## src/rtl/sap_ram_loader.sv

```systemverilog
// sap_ram_loader
//   Program-mode sequencer for ram_16x8. Accepts (address, data) words from the
//   host/debug front-end over a valid/ready handshake, strobes each word into the
//   RAM and, in the verify build, reads it back and compares it. Program mode is
//   released when the session ends cleanly, errors out or is aborted. The normal
//   controller owns the RAM only while this block is idle.
//
//   Build option: define SAP_LOADER_VERIFY_EN to add the READ/CHECK readback
//   states. Without it the read strobe is tied low, i_ram_data is ignored and
//   only out-of-range addresses can raise an error.
//
// Ports
//   i_clk, i_reset_n          clock; synchronous active-low reset
//   i_start, i_abort          session start (IDLE/ERROR only) / abandon session
//   i_wr_valid/addr/data/last word offer from the host
//   o_wr_ready                word accepted this cycle (ACCEPT state only)
//   o_ram_program_mode        RAM held in program mode
//   o_ram_address             RAM address (latched word address)
//   o_ram_program_data        RAM write data (latched word data)
//   o_ram_write_enable        RAM write strobe, WRITE_CYCLES cycles per word
//   o_ram_read_enable         RAM readback strobe
//   i_ram_data                RAM read data (verify build only)
//   o_busy, o_done            session active / one-cycle clean-finish pulse
//   o_error, o_error_addr     sticky error flag and offending address
//   o_word_count              words written this session, saturating at DEPTH
module sap_ram_loader #(
  parameter int ADDR_W       = 4,
  parameter int DATA_W       = 8,
  parameter int DEPTH        = 16,
  parameter int WRITE_CYCLES = 1
) (
  input  logic              i_clk,
  input  logic              i_reset_n,
  input  logic              i_start,
  input  logic              i_abort,
  input  logic              i_wr_valid,
  input  logic [ADDR_W-1:0] i_wr_addr,
  input  logic [DATA_W-1:0] i_wr_data,
  input  logic              i_wr_last,
  output logic              o_wr_ready,
  output logic              o_ram_program_mode,
  output logic [ADDR_W-1:0] o_ram_address,
  output logic [DATA_W-1:0] o_ram_program_data,
  output logic              o_ram_write_enable,
  output logic              o_ram_read_enable,
  input  logic [DATA_W-1:0] i_ram_data,
  output logic              o_busy,
  output logic              o_done,
  output logic              o_error,
  output logic [ADDR_W-1:0] o_error_addr,
  output logic [ADDR_W:0]   o_word_count
);

  localparam int WC_W = (WRITE_CYCLES > 1) ? $clog2(WRITE_CYCLES) : 1;

  typedef enum logic [2:0] {
    S_IDLE, S_ACCEPT, S_WRITE, S_READ, S_CHECK, S_DONE, S_ERROR
  } state_t;

  state_t            state_q, state_d;
  logic [ADDR_W-1:0] addr_q;
  logic [DATA_W-1:0] data_q;
  logic              last_q;
  logic              error_q;
  logic [ADDR_W-1:0] err_addr_q;
  logic [ADDR_W:0]   count_q;
  logic [WC_W-1:0]   wcnt_q;

  logic addr_ok;
  logic wcnt_last;
  logic accept;
  logic clear;
  logic set_range_err;
  logic set_chk_err;
  logic write_done;

  assign addr_ok   = ({1'b0, i_wr_addr} < (ADDR_W+1)'(DEPTH));
  assign wcnt_last = (wcnt_q == WC_W'(WRITE_CYCLES - 1));

  // Next-state and per-cycle control; abort overrides every transition and
  // suppresses the side effects of the cycle it lands in.
  always_comb begin
    state_d       = state_q;
    accept        = 1'b0;
    clear         = 1'b0;
    set_range_err = 1'b0;
    set_chk_err   = 1'b0;
    write_done    = 1'b0;
    case (state_q)
      S_IDLE: begin
        if (i_start) begin
          state_d = S_ACCEPT;
          clear   = 1'b1;
        end
      end
      S_ACCEPT: begin
        if (i_wr_valid) begin
          if (addr_ok) begin
            accept  = 1'b1;
            state_d = S_WRITE;
          end else begin
            set_range_err = 1'b1;
            state_d       = S_ERROR;
          end
        end
      end
      S_WRITE: begin
        if (wcnt_last) begin
          write_done = 1'b1;
`ifdef SAP_LOADER_VERIFY_EN
          state_d = S_READ;
`else
          state_d = last_q ? S_DONE : S_ACCEPT;
`endif
        end
      end
`ifdef SAP_LOADER_VERIFY_EN
      S_READ: begin
        state_d = S_CHECK;
      end
      S_CHECK: begin
        if (i_ram_data != data_q) begin
          set_chk_err = 1'b1;
          state_d     = S_ERROR;
        end else begin
          state_d = last_q ? S_DONE : S_ACCEPT;
        end
      end
`endif
      S_DONE: begin
        state_d = S_IDLE;
      end
      S_ERROR: begin
        if (i_start) begin
          state_d = S_ACCEPT;
          clear   = 1'b1;
        end
      end
      default: begin
        state_d = S_IDLE;
      end
    endcase
    if (i_abort && (state_q != S_IDLE)) begin
      state_d       = S_IDLE;
      accept        = 1'b0;
      clear         = 1'b0;
      set_range_err = 1'b0;
      set_chk_err   = 1'b0;
      write_done    = 1'b0;
    end
  end

  always_ff @(posedge i_clk) begin
    if (!i_reset_n) begin
      state_q    <= S_IDLE;
      addr_q     <= '0;
      data_q     <= '0;
      last_q     <= 1'b0;
      error_q    <= 1'b0;
      err_addr_q <= '0;
      count_q    <= '0;
      wcnt_q     <= '0;
    end else begin
      state_q <= state_d;
      if (clear) begin
        error_q    <= 1'b0;
        err_addr_q <= '0;
        count_q    <= '0;
      end
      if (accept) begin
        addr_q <= i_wr_addr;
        data_q <= i_wr_data;
        last_q <= i_wr_last;
      end
      if (set_range_err) begin
        error_q    <= 1'b1;
        err_addr_q <= i_wr_addr;
      end
      if (set_chk_err) begin
        error_q    <= 1'b1;
        err_addr_q <= addr_q;
      end
      // Strobe-length counter restarts whenever WRITE is entered or left.
      if ((state_q == S_WRITE) && (state_d == S_WRITE))
        wcnt_q <= wcnt_q + WC_W'(1);
      else
        wcnt_q <= '0;
      if (write_done && (count_q < (ADDR_W+1)'(DEPTH)))
        count_q <= count_q + (ADDR_W+1)'(1);
    end
  end

  // Outputs decode from registered state so reset clears them at the same edge.
  assign o_wr_ready         = (state_q == S_ACCEPT);
  assign o_ram_program_mode = (state_q == S_ACCEPT) || (state_q == S_WRITE) ||
                              (state_q == S_READ)   || (state_q == S_CHECK);
  assign o_ram_write_enable = (state_q == S_WRITE);
`ifdef SAP_LOADER_VERIFY_EN
  assign o_ram_read_enable  = (state_q == S_READ);
`else
  logic unused_ram_data;
  assign unused_ram_data    = ^i_ram_data;
  assign o_ram_read_enable  = 1'b0;
`endif
  assign o_busy             = (state_q != S_IDLE) && (state_q != S_ERROR);
  assign o_done             = (state_q == S_DONE);
  assign o_ram_address      = addr_q;
  assign o_ram_program_data = data_q;
  assign o_error            = error_q;
  assign o_error_addr       = err_addr_q;
  assign o_word_count       = count_q;

endmodule
```

## config.mk

```make
export PLATFORM = sky130hd
export DESIGN_NAME = sap_ram_loader
export DESIGN_NICKNAME = d
export VERILOG_FILES = /design/src/rtl/sap_ram_loader.sv
export SDC_FILE = /design/constraint.sdc
export NUM_CORES = 1
export LEC_CHECK = 0
export ABC_AREA = 1
export CAP_MARGIN = 20
export CORE_MARGIN = 2
export CORE_UTILIZATION = 38
export DETAILED_ROUTE_END_ITERATION = 8
export GPL_TIMING_DRIVEN = 1
export PLACE_DENSITY = 0.78
export RECOVER_POWER = 100
export SETUP_SLACK_MARGIN = 0.2
export SYNTH_ARGS = -nofsm -noshare
export SYNTH_HDL_FRONTEND = slang
export SYNTH_SLANG_ARGS = --single-unit
```

## constraint.sdc

```tcl
create_clock -name i_clk -period 1.38 [get_ports i_clk]
set_input_delay 0.276 -clock i_clk [delete_from_list [all_inputs] [get_ports i_clk]]
set_output_delay 0.276 -clock i_clk [all_outputs]
set_load 0.01 [all_outputs]
```

==> flow_summary_export.csv <==
group,metric,value,unit
status,status,"finished with violations",
status,violations,"setup timing",
synthesis,netlist_instances,129,
route,vias_per_cell,5.14,
worst_hold_path,holdCritPathClass,"register to register",
synthesis,synth.avg_cell_area,7.92,sq um
floorplan,io_pins,54,
sta,final.setup_skew,0.00989,ns
route,wl,3.34,mm
sta,fin_tns_setup,-0.0688,ns
synthesis,synth.cell_area,0.00102,sq mm
global_routing,antenna_found_initial,0,
job,maxCapViolCount,0,
place,place_inst,208,
synthesis,yosys.area.top_type,"dfxtp_1",
clock_tree,ctsHoldBuffers,0,
clock_tree,clock_latency,0.32,ns
global_routing,grt_pass1_wl,5.44,mm
place,portBuffers,39,
synthesis,synth_ff_type,"dfxtp_1",
route,postRouteAntennaNets,0,
floorplan,die_x,55.9,um
global_routing,grt_max_degree,14,
sta,timing.final.ws_setup,-0.0319,ns
global_routing,grt_pass1_vias,1212,
sta,setup_violations,3,
layout,syn_to_final_growth,74.8,%
layout,layout-drive-gt1-share,50.3,%
layout,fin_util,70.8,%
layout,nets,225,
sta,slew_violations,0,
route,drt_pass1_iterations,4,
route,drc,0,
route,drt-initial-drc-count,18,
setup_path,crit_arrival,1.14,ns
setup_path,critical_path.startpoint,"state_q[1]$_SDFF_PN0_",
clock_tree,cts_root_buf,"clkbuf_4",
route,drt-wirelength-per-cell,14.7,um
synthesis,synth_edf_count,0,
global_routing,overflow,0,
synthesis,ys_seq_area_share,43.1,%
synthesis,ys_top_cells_by_area,"dfxtp_1 43%, a21oi_1 9.8%, inv_1 7.7%, nand3_1 7.3%, buf_4 4.4%",
synthesis,yosys_register_bits,22,
clock_tree,cts.clk_slew.worst_paths,0.14,ns
sta,fin_crit,1.41,ns
power_and_ir_drop,power.leakage,0.742,nW
floorplan,core_area,0.00252,sq mm
layout,antenna_cells,0,
sta,fmax,708,MHz
layout,finalNonFillerCells,227,
synthesis,synth_top_cell_area_share,43.1,%
clock_tree,clock_sinks,22,
clock_tree,htree_levels,1,
clock_tree,clockBufferDepth,2,
setup_path,rr_startpoint,"state_q[1]$_SDFF_PN0_",
setup_path,cp-end-kind,"primary output",
route,vias,1167,
clock_tree,cts_tree,"yes",
sta,hold_viol,0,
setup_path,critPathKind,"register to primary output",
worst_hold_path,hp-start,"o_ram_program_data[3]$_SDFFE_PN0P_",
floorplan,die_y,55.9,um
floorplan,die_area,0.00312,sq mm
synthesis,yosysUniqueCellTypes,28,
setup_path,cp-start-kind,"register",
synthesis,synth-async-reset-ratio,0,%
sta,finalCritPeriodShare,102,%
clock_tree,numCtsBuffers,3,
place,gp_congestion,0.881,
power_and_ir_drop,irDropWorstVdd,0.828,mV
power_and_ir_drop,power_density,909,mW/mm^2
synthesis,yosys_warnings,0,
setup_path,cp_max_fo,6,
sta,rsz0062_at_grt,"yes",
floorplan,rows,18,
synthesis,synth.most_common_cell,"dfxtp_1",
place,dp_hpwl,1.93,mm
synthesis,ys_top_cells_by_count,"22 x dfxtp_1, 21 x inv_1, 20 x a21oi_1",
global_routing,grt_usage,21.9,%
floorplan,initial_utilization,40.5,%
setup_path,worstPathRequired,1.10,ns
-- what timing repair did --
item                                    CTS  global route
setup buffers                             9             3
endpoints found under the setup margin   42            43
gates cloned                              3             0
gates resized for setup                 132            31
pin swaps                                15             7
-- final timing paths --
path,end,slack [ns],cells after the start
min reg2reg,o_ram_program_data[3]$_SDFFE_PN0P_,0.45,2
min,o_ram_program_data[3]$_SDFFE_PN0P_,0.45,2
max,o_ram_program_mode,-0.03,4
max reg2reg,o_ram_program_data[6]$_SDFFE_PN0P_,0.07,7
-- layout make-up --
| type | count | area [sq um] |
|---|---|---|
| Timing Repair Buffer | 64 | 498 |
| Inverter | 22 | 85.1 |
| Sequential cell | 22 | 452 |
| Tap cell | 30 | 37.5 |
| Clock buffer | 3 | 22.5 |
| Multi-Input combinational cell | 85 | 662 |
| Fill cell | 193 | 736 |
| Clock inverter | 1 | 30.0 |
-- power breakdown --
part,internal (mW),total (mW),switching (mW),leakage (nW)
sequential,0.666,0.690,0.0239,0.181
clock,0.294,0.512,0.218,0.0279
combinational,0.197,0.421,0.224,0.532
-- worst max-delay path: stages (launching register included) --
cell     delay [ns]
dfxtp_4        0.40
nor2_4         0.10
nor2_1         0.05
a21oi_1        0.13
buf_2          0.15
-- metal layers --
layer	share of wire, %	global-route usage (%)	vias to the layer above	wire length [um]
met5	0	0	-	0
met4	3.2	11.2	0	106
met3	4.7	2.79	14	158
met2	54	40.8	45	1790
met1	38	23.9	550	1280
li1	-	-	558	-
-- logic make-up after synthesis --
| kind of cell | share of synthesized area [%] |
|---|---|
| XOR/XNOR | 0.857 |
| buffers and inverters | 15.5 |
| flip-flops | 43.1 |
| adder cells (fa/ha/maj) | 1.22 |
| AO/OA/AOI/OAI | 20.2 |
| other | 0.367 |
| AND/OR/NAND/NOR | 18.7 |
-- stage by stage --
step                      power, mW  cell area (sq um)  hold slack (ns)  worst slack (ns)
after global routing           1.69               1790            0.485           -0.0898
after detailed placement       1.02               1490            0.436            -0.153
after floorplan               0.858               1040            0.414             0.210
after global placement         1.01               1490            0.429            -0.109
after CTS                      1.61               1850            0.451           -0.0455
final                          1.62               1790            0.451           -0.0319
-- cell usage in the layout (no fill, tap or decap), types with 2 or more instances in the layout --
cell / count
a21oi_1: 10
a21oi_2: 11
buf_2: 16
buf_4: 18
buf_6: 8
clkbuf_2: 4
clkbuf_4: 3
clkdlybuf4s50_1: 16
conb_1: 7
dfxtp_1: 19
dfxtp_4: 3
inv_1: 19
inv_2: 2
nand2_1: 6
nand2_2: 3
nand3_1: 12
nand3_2: 2
nand3_4: 5
nor2_1: 2
nor2_4: 3
o21ai_2: 13
-- state kept, by name (all words and copies together), names as in the netlist --
signal and flops:
o_ram_address 4, o_word_count 5, state_q 3, wcnt_q 1, o_ram_program_data 8, last_q 1
Note: power is estimated with default switching activity, not from simulation.
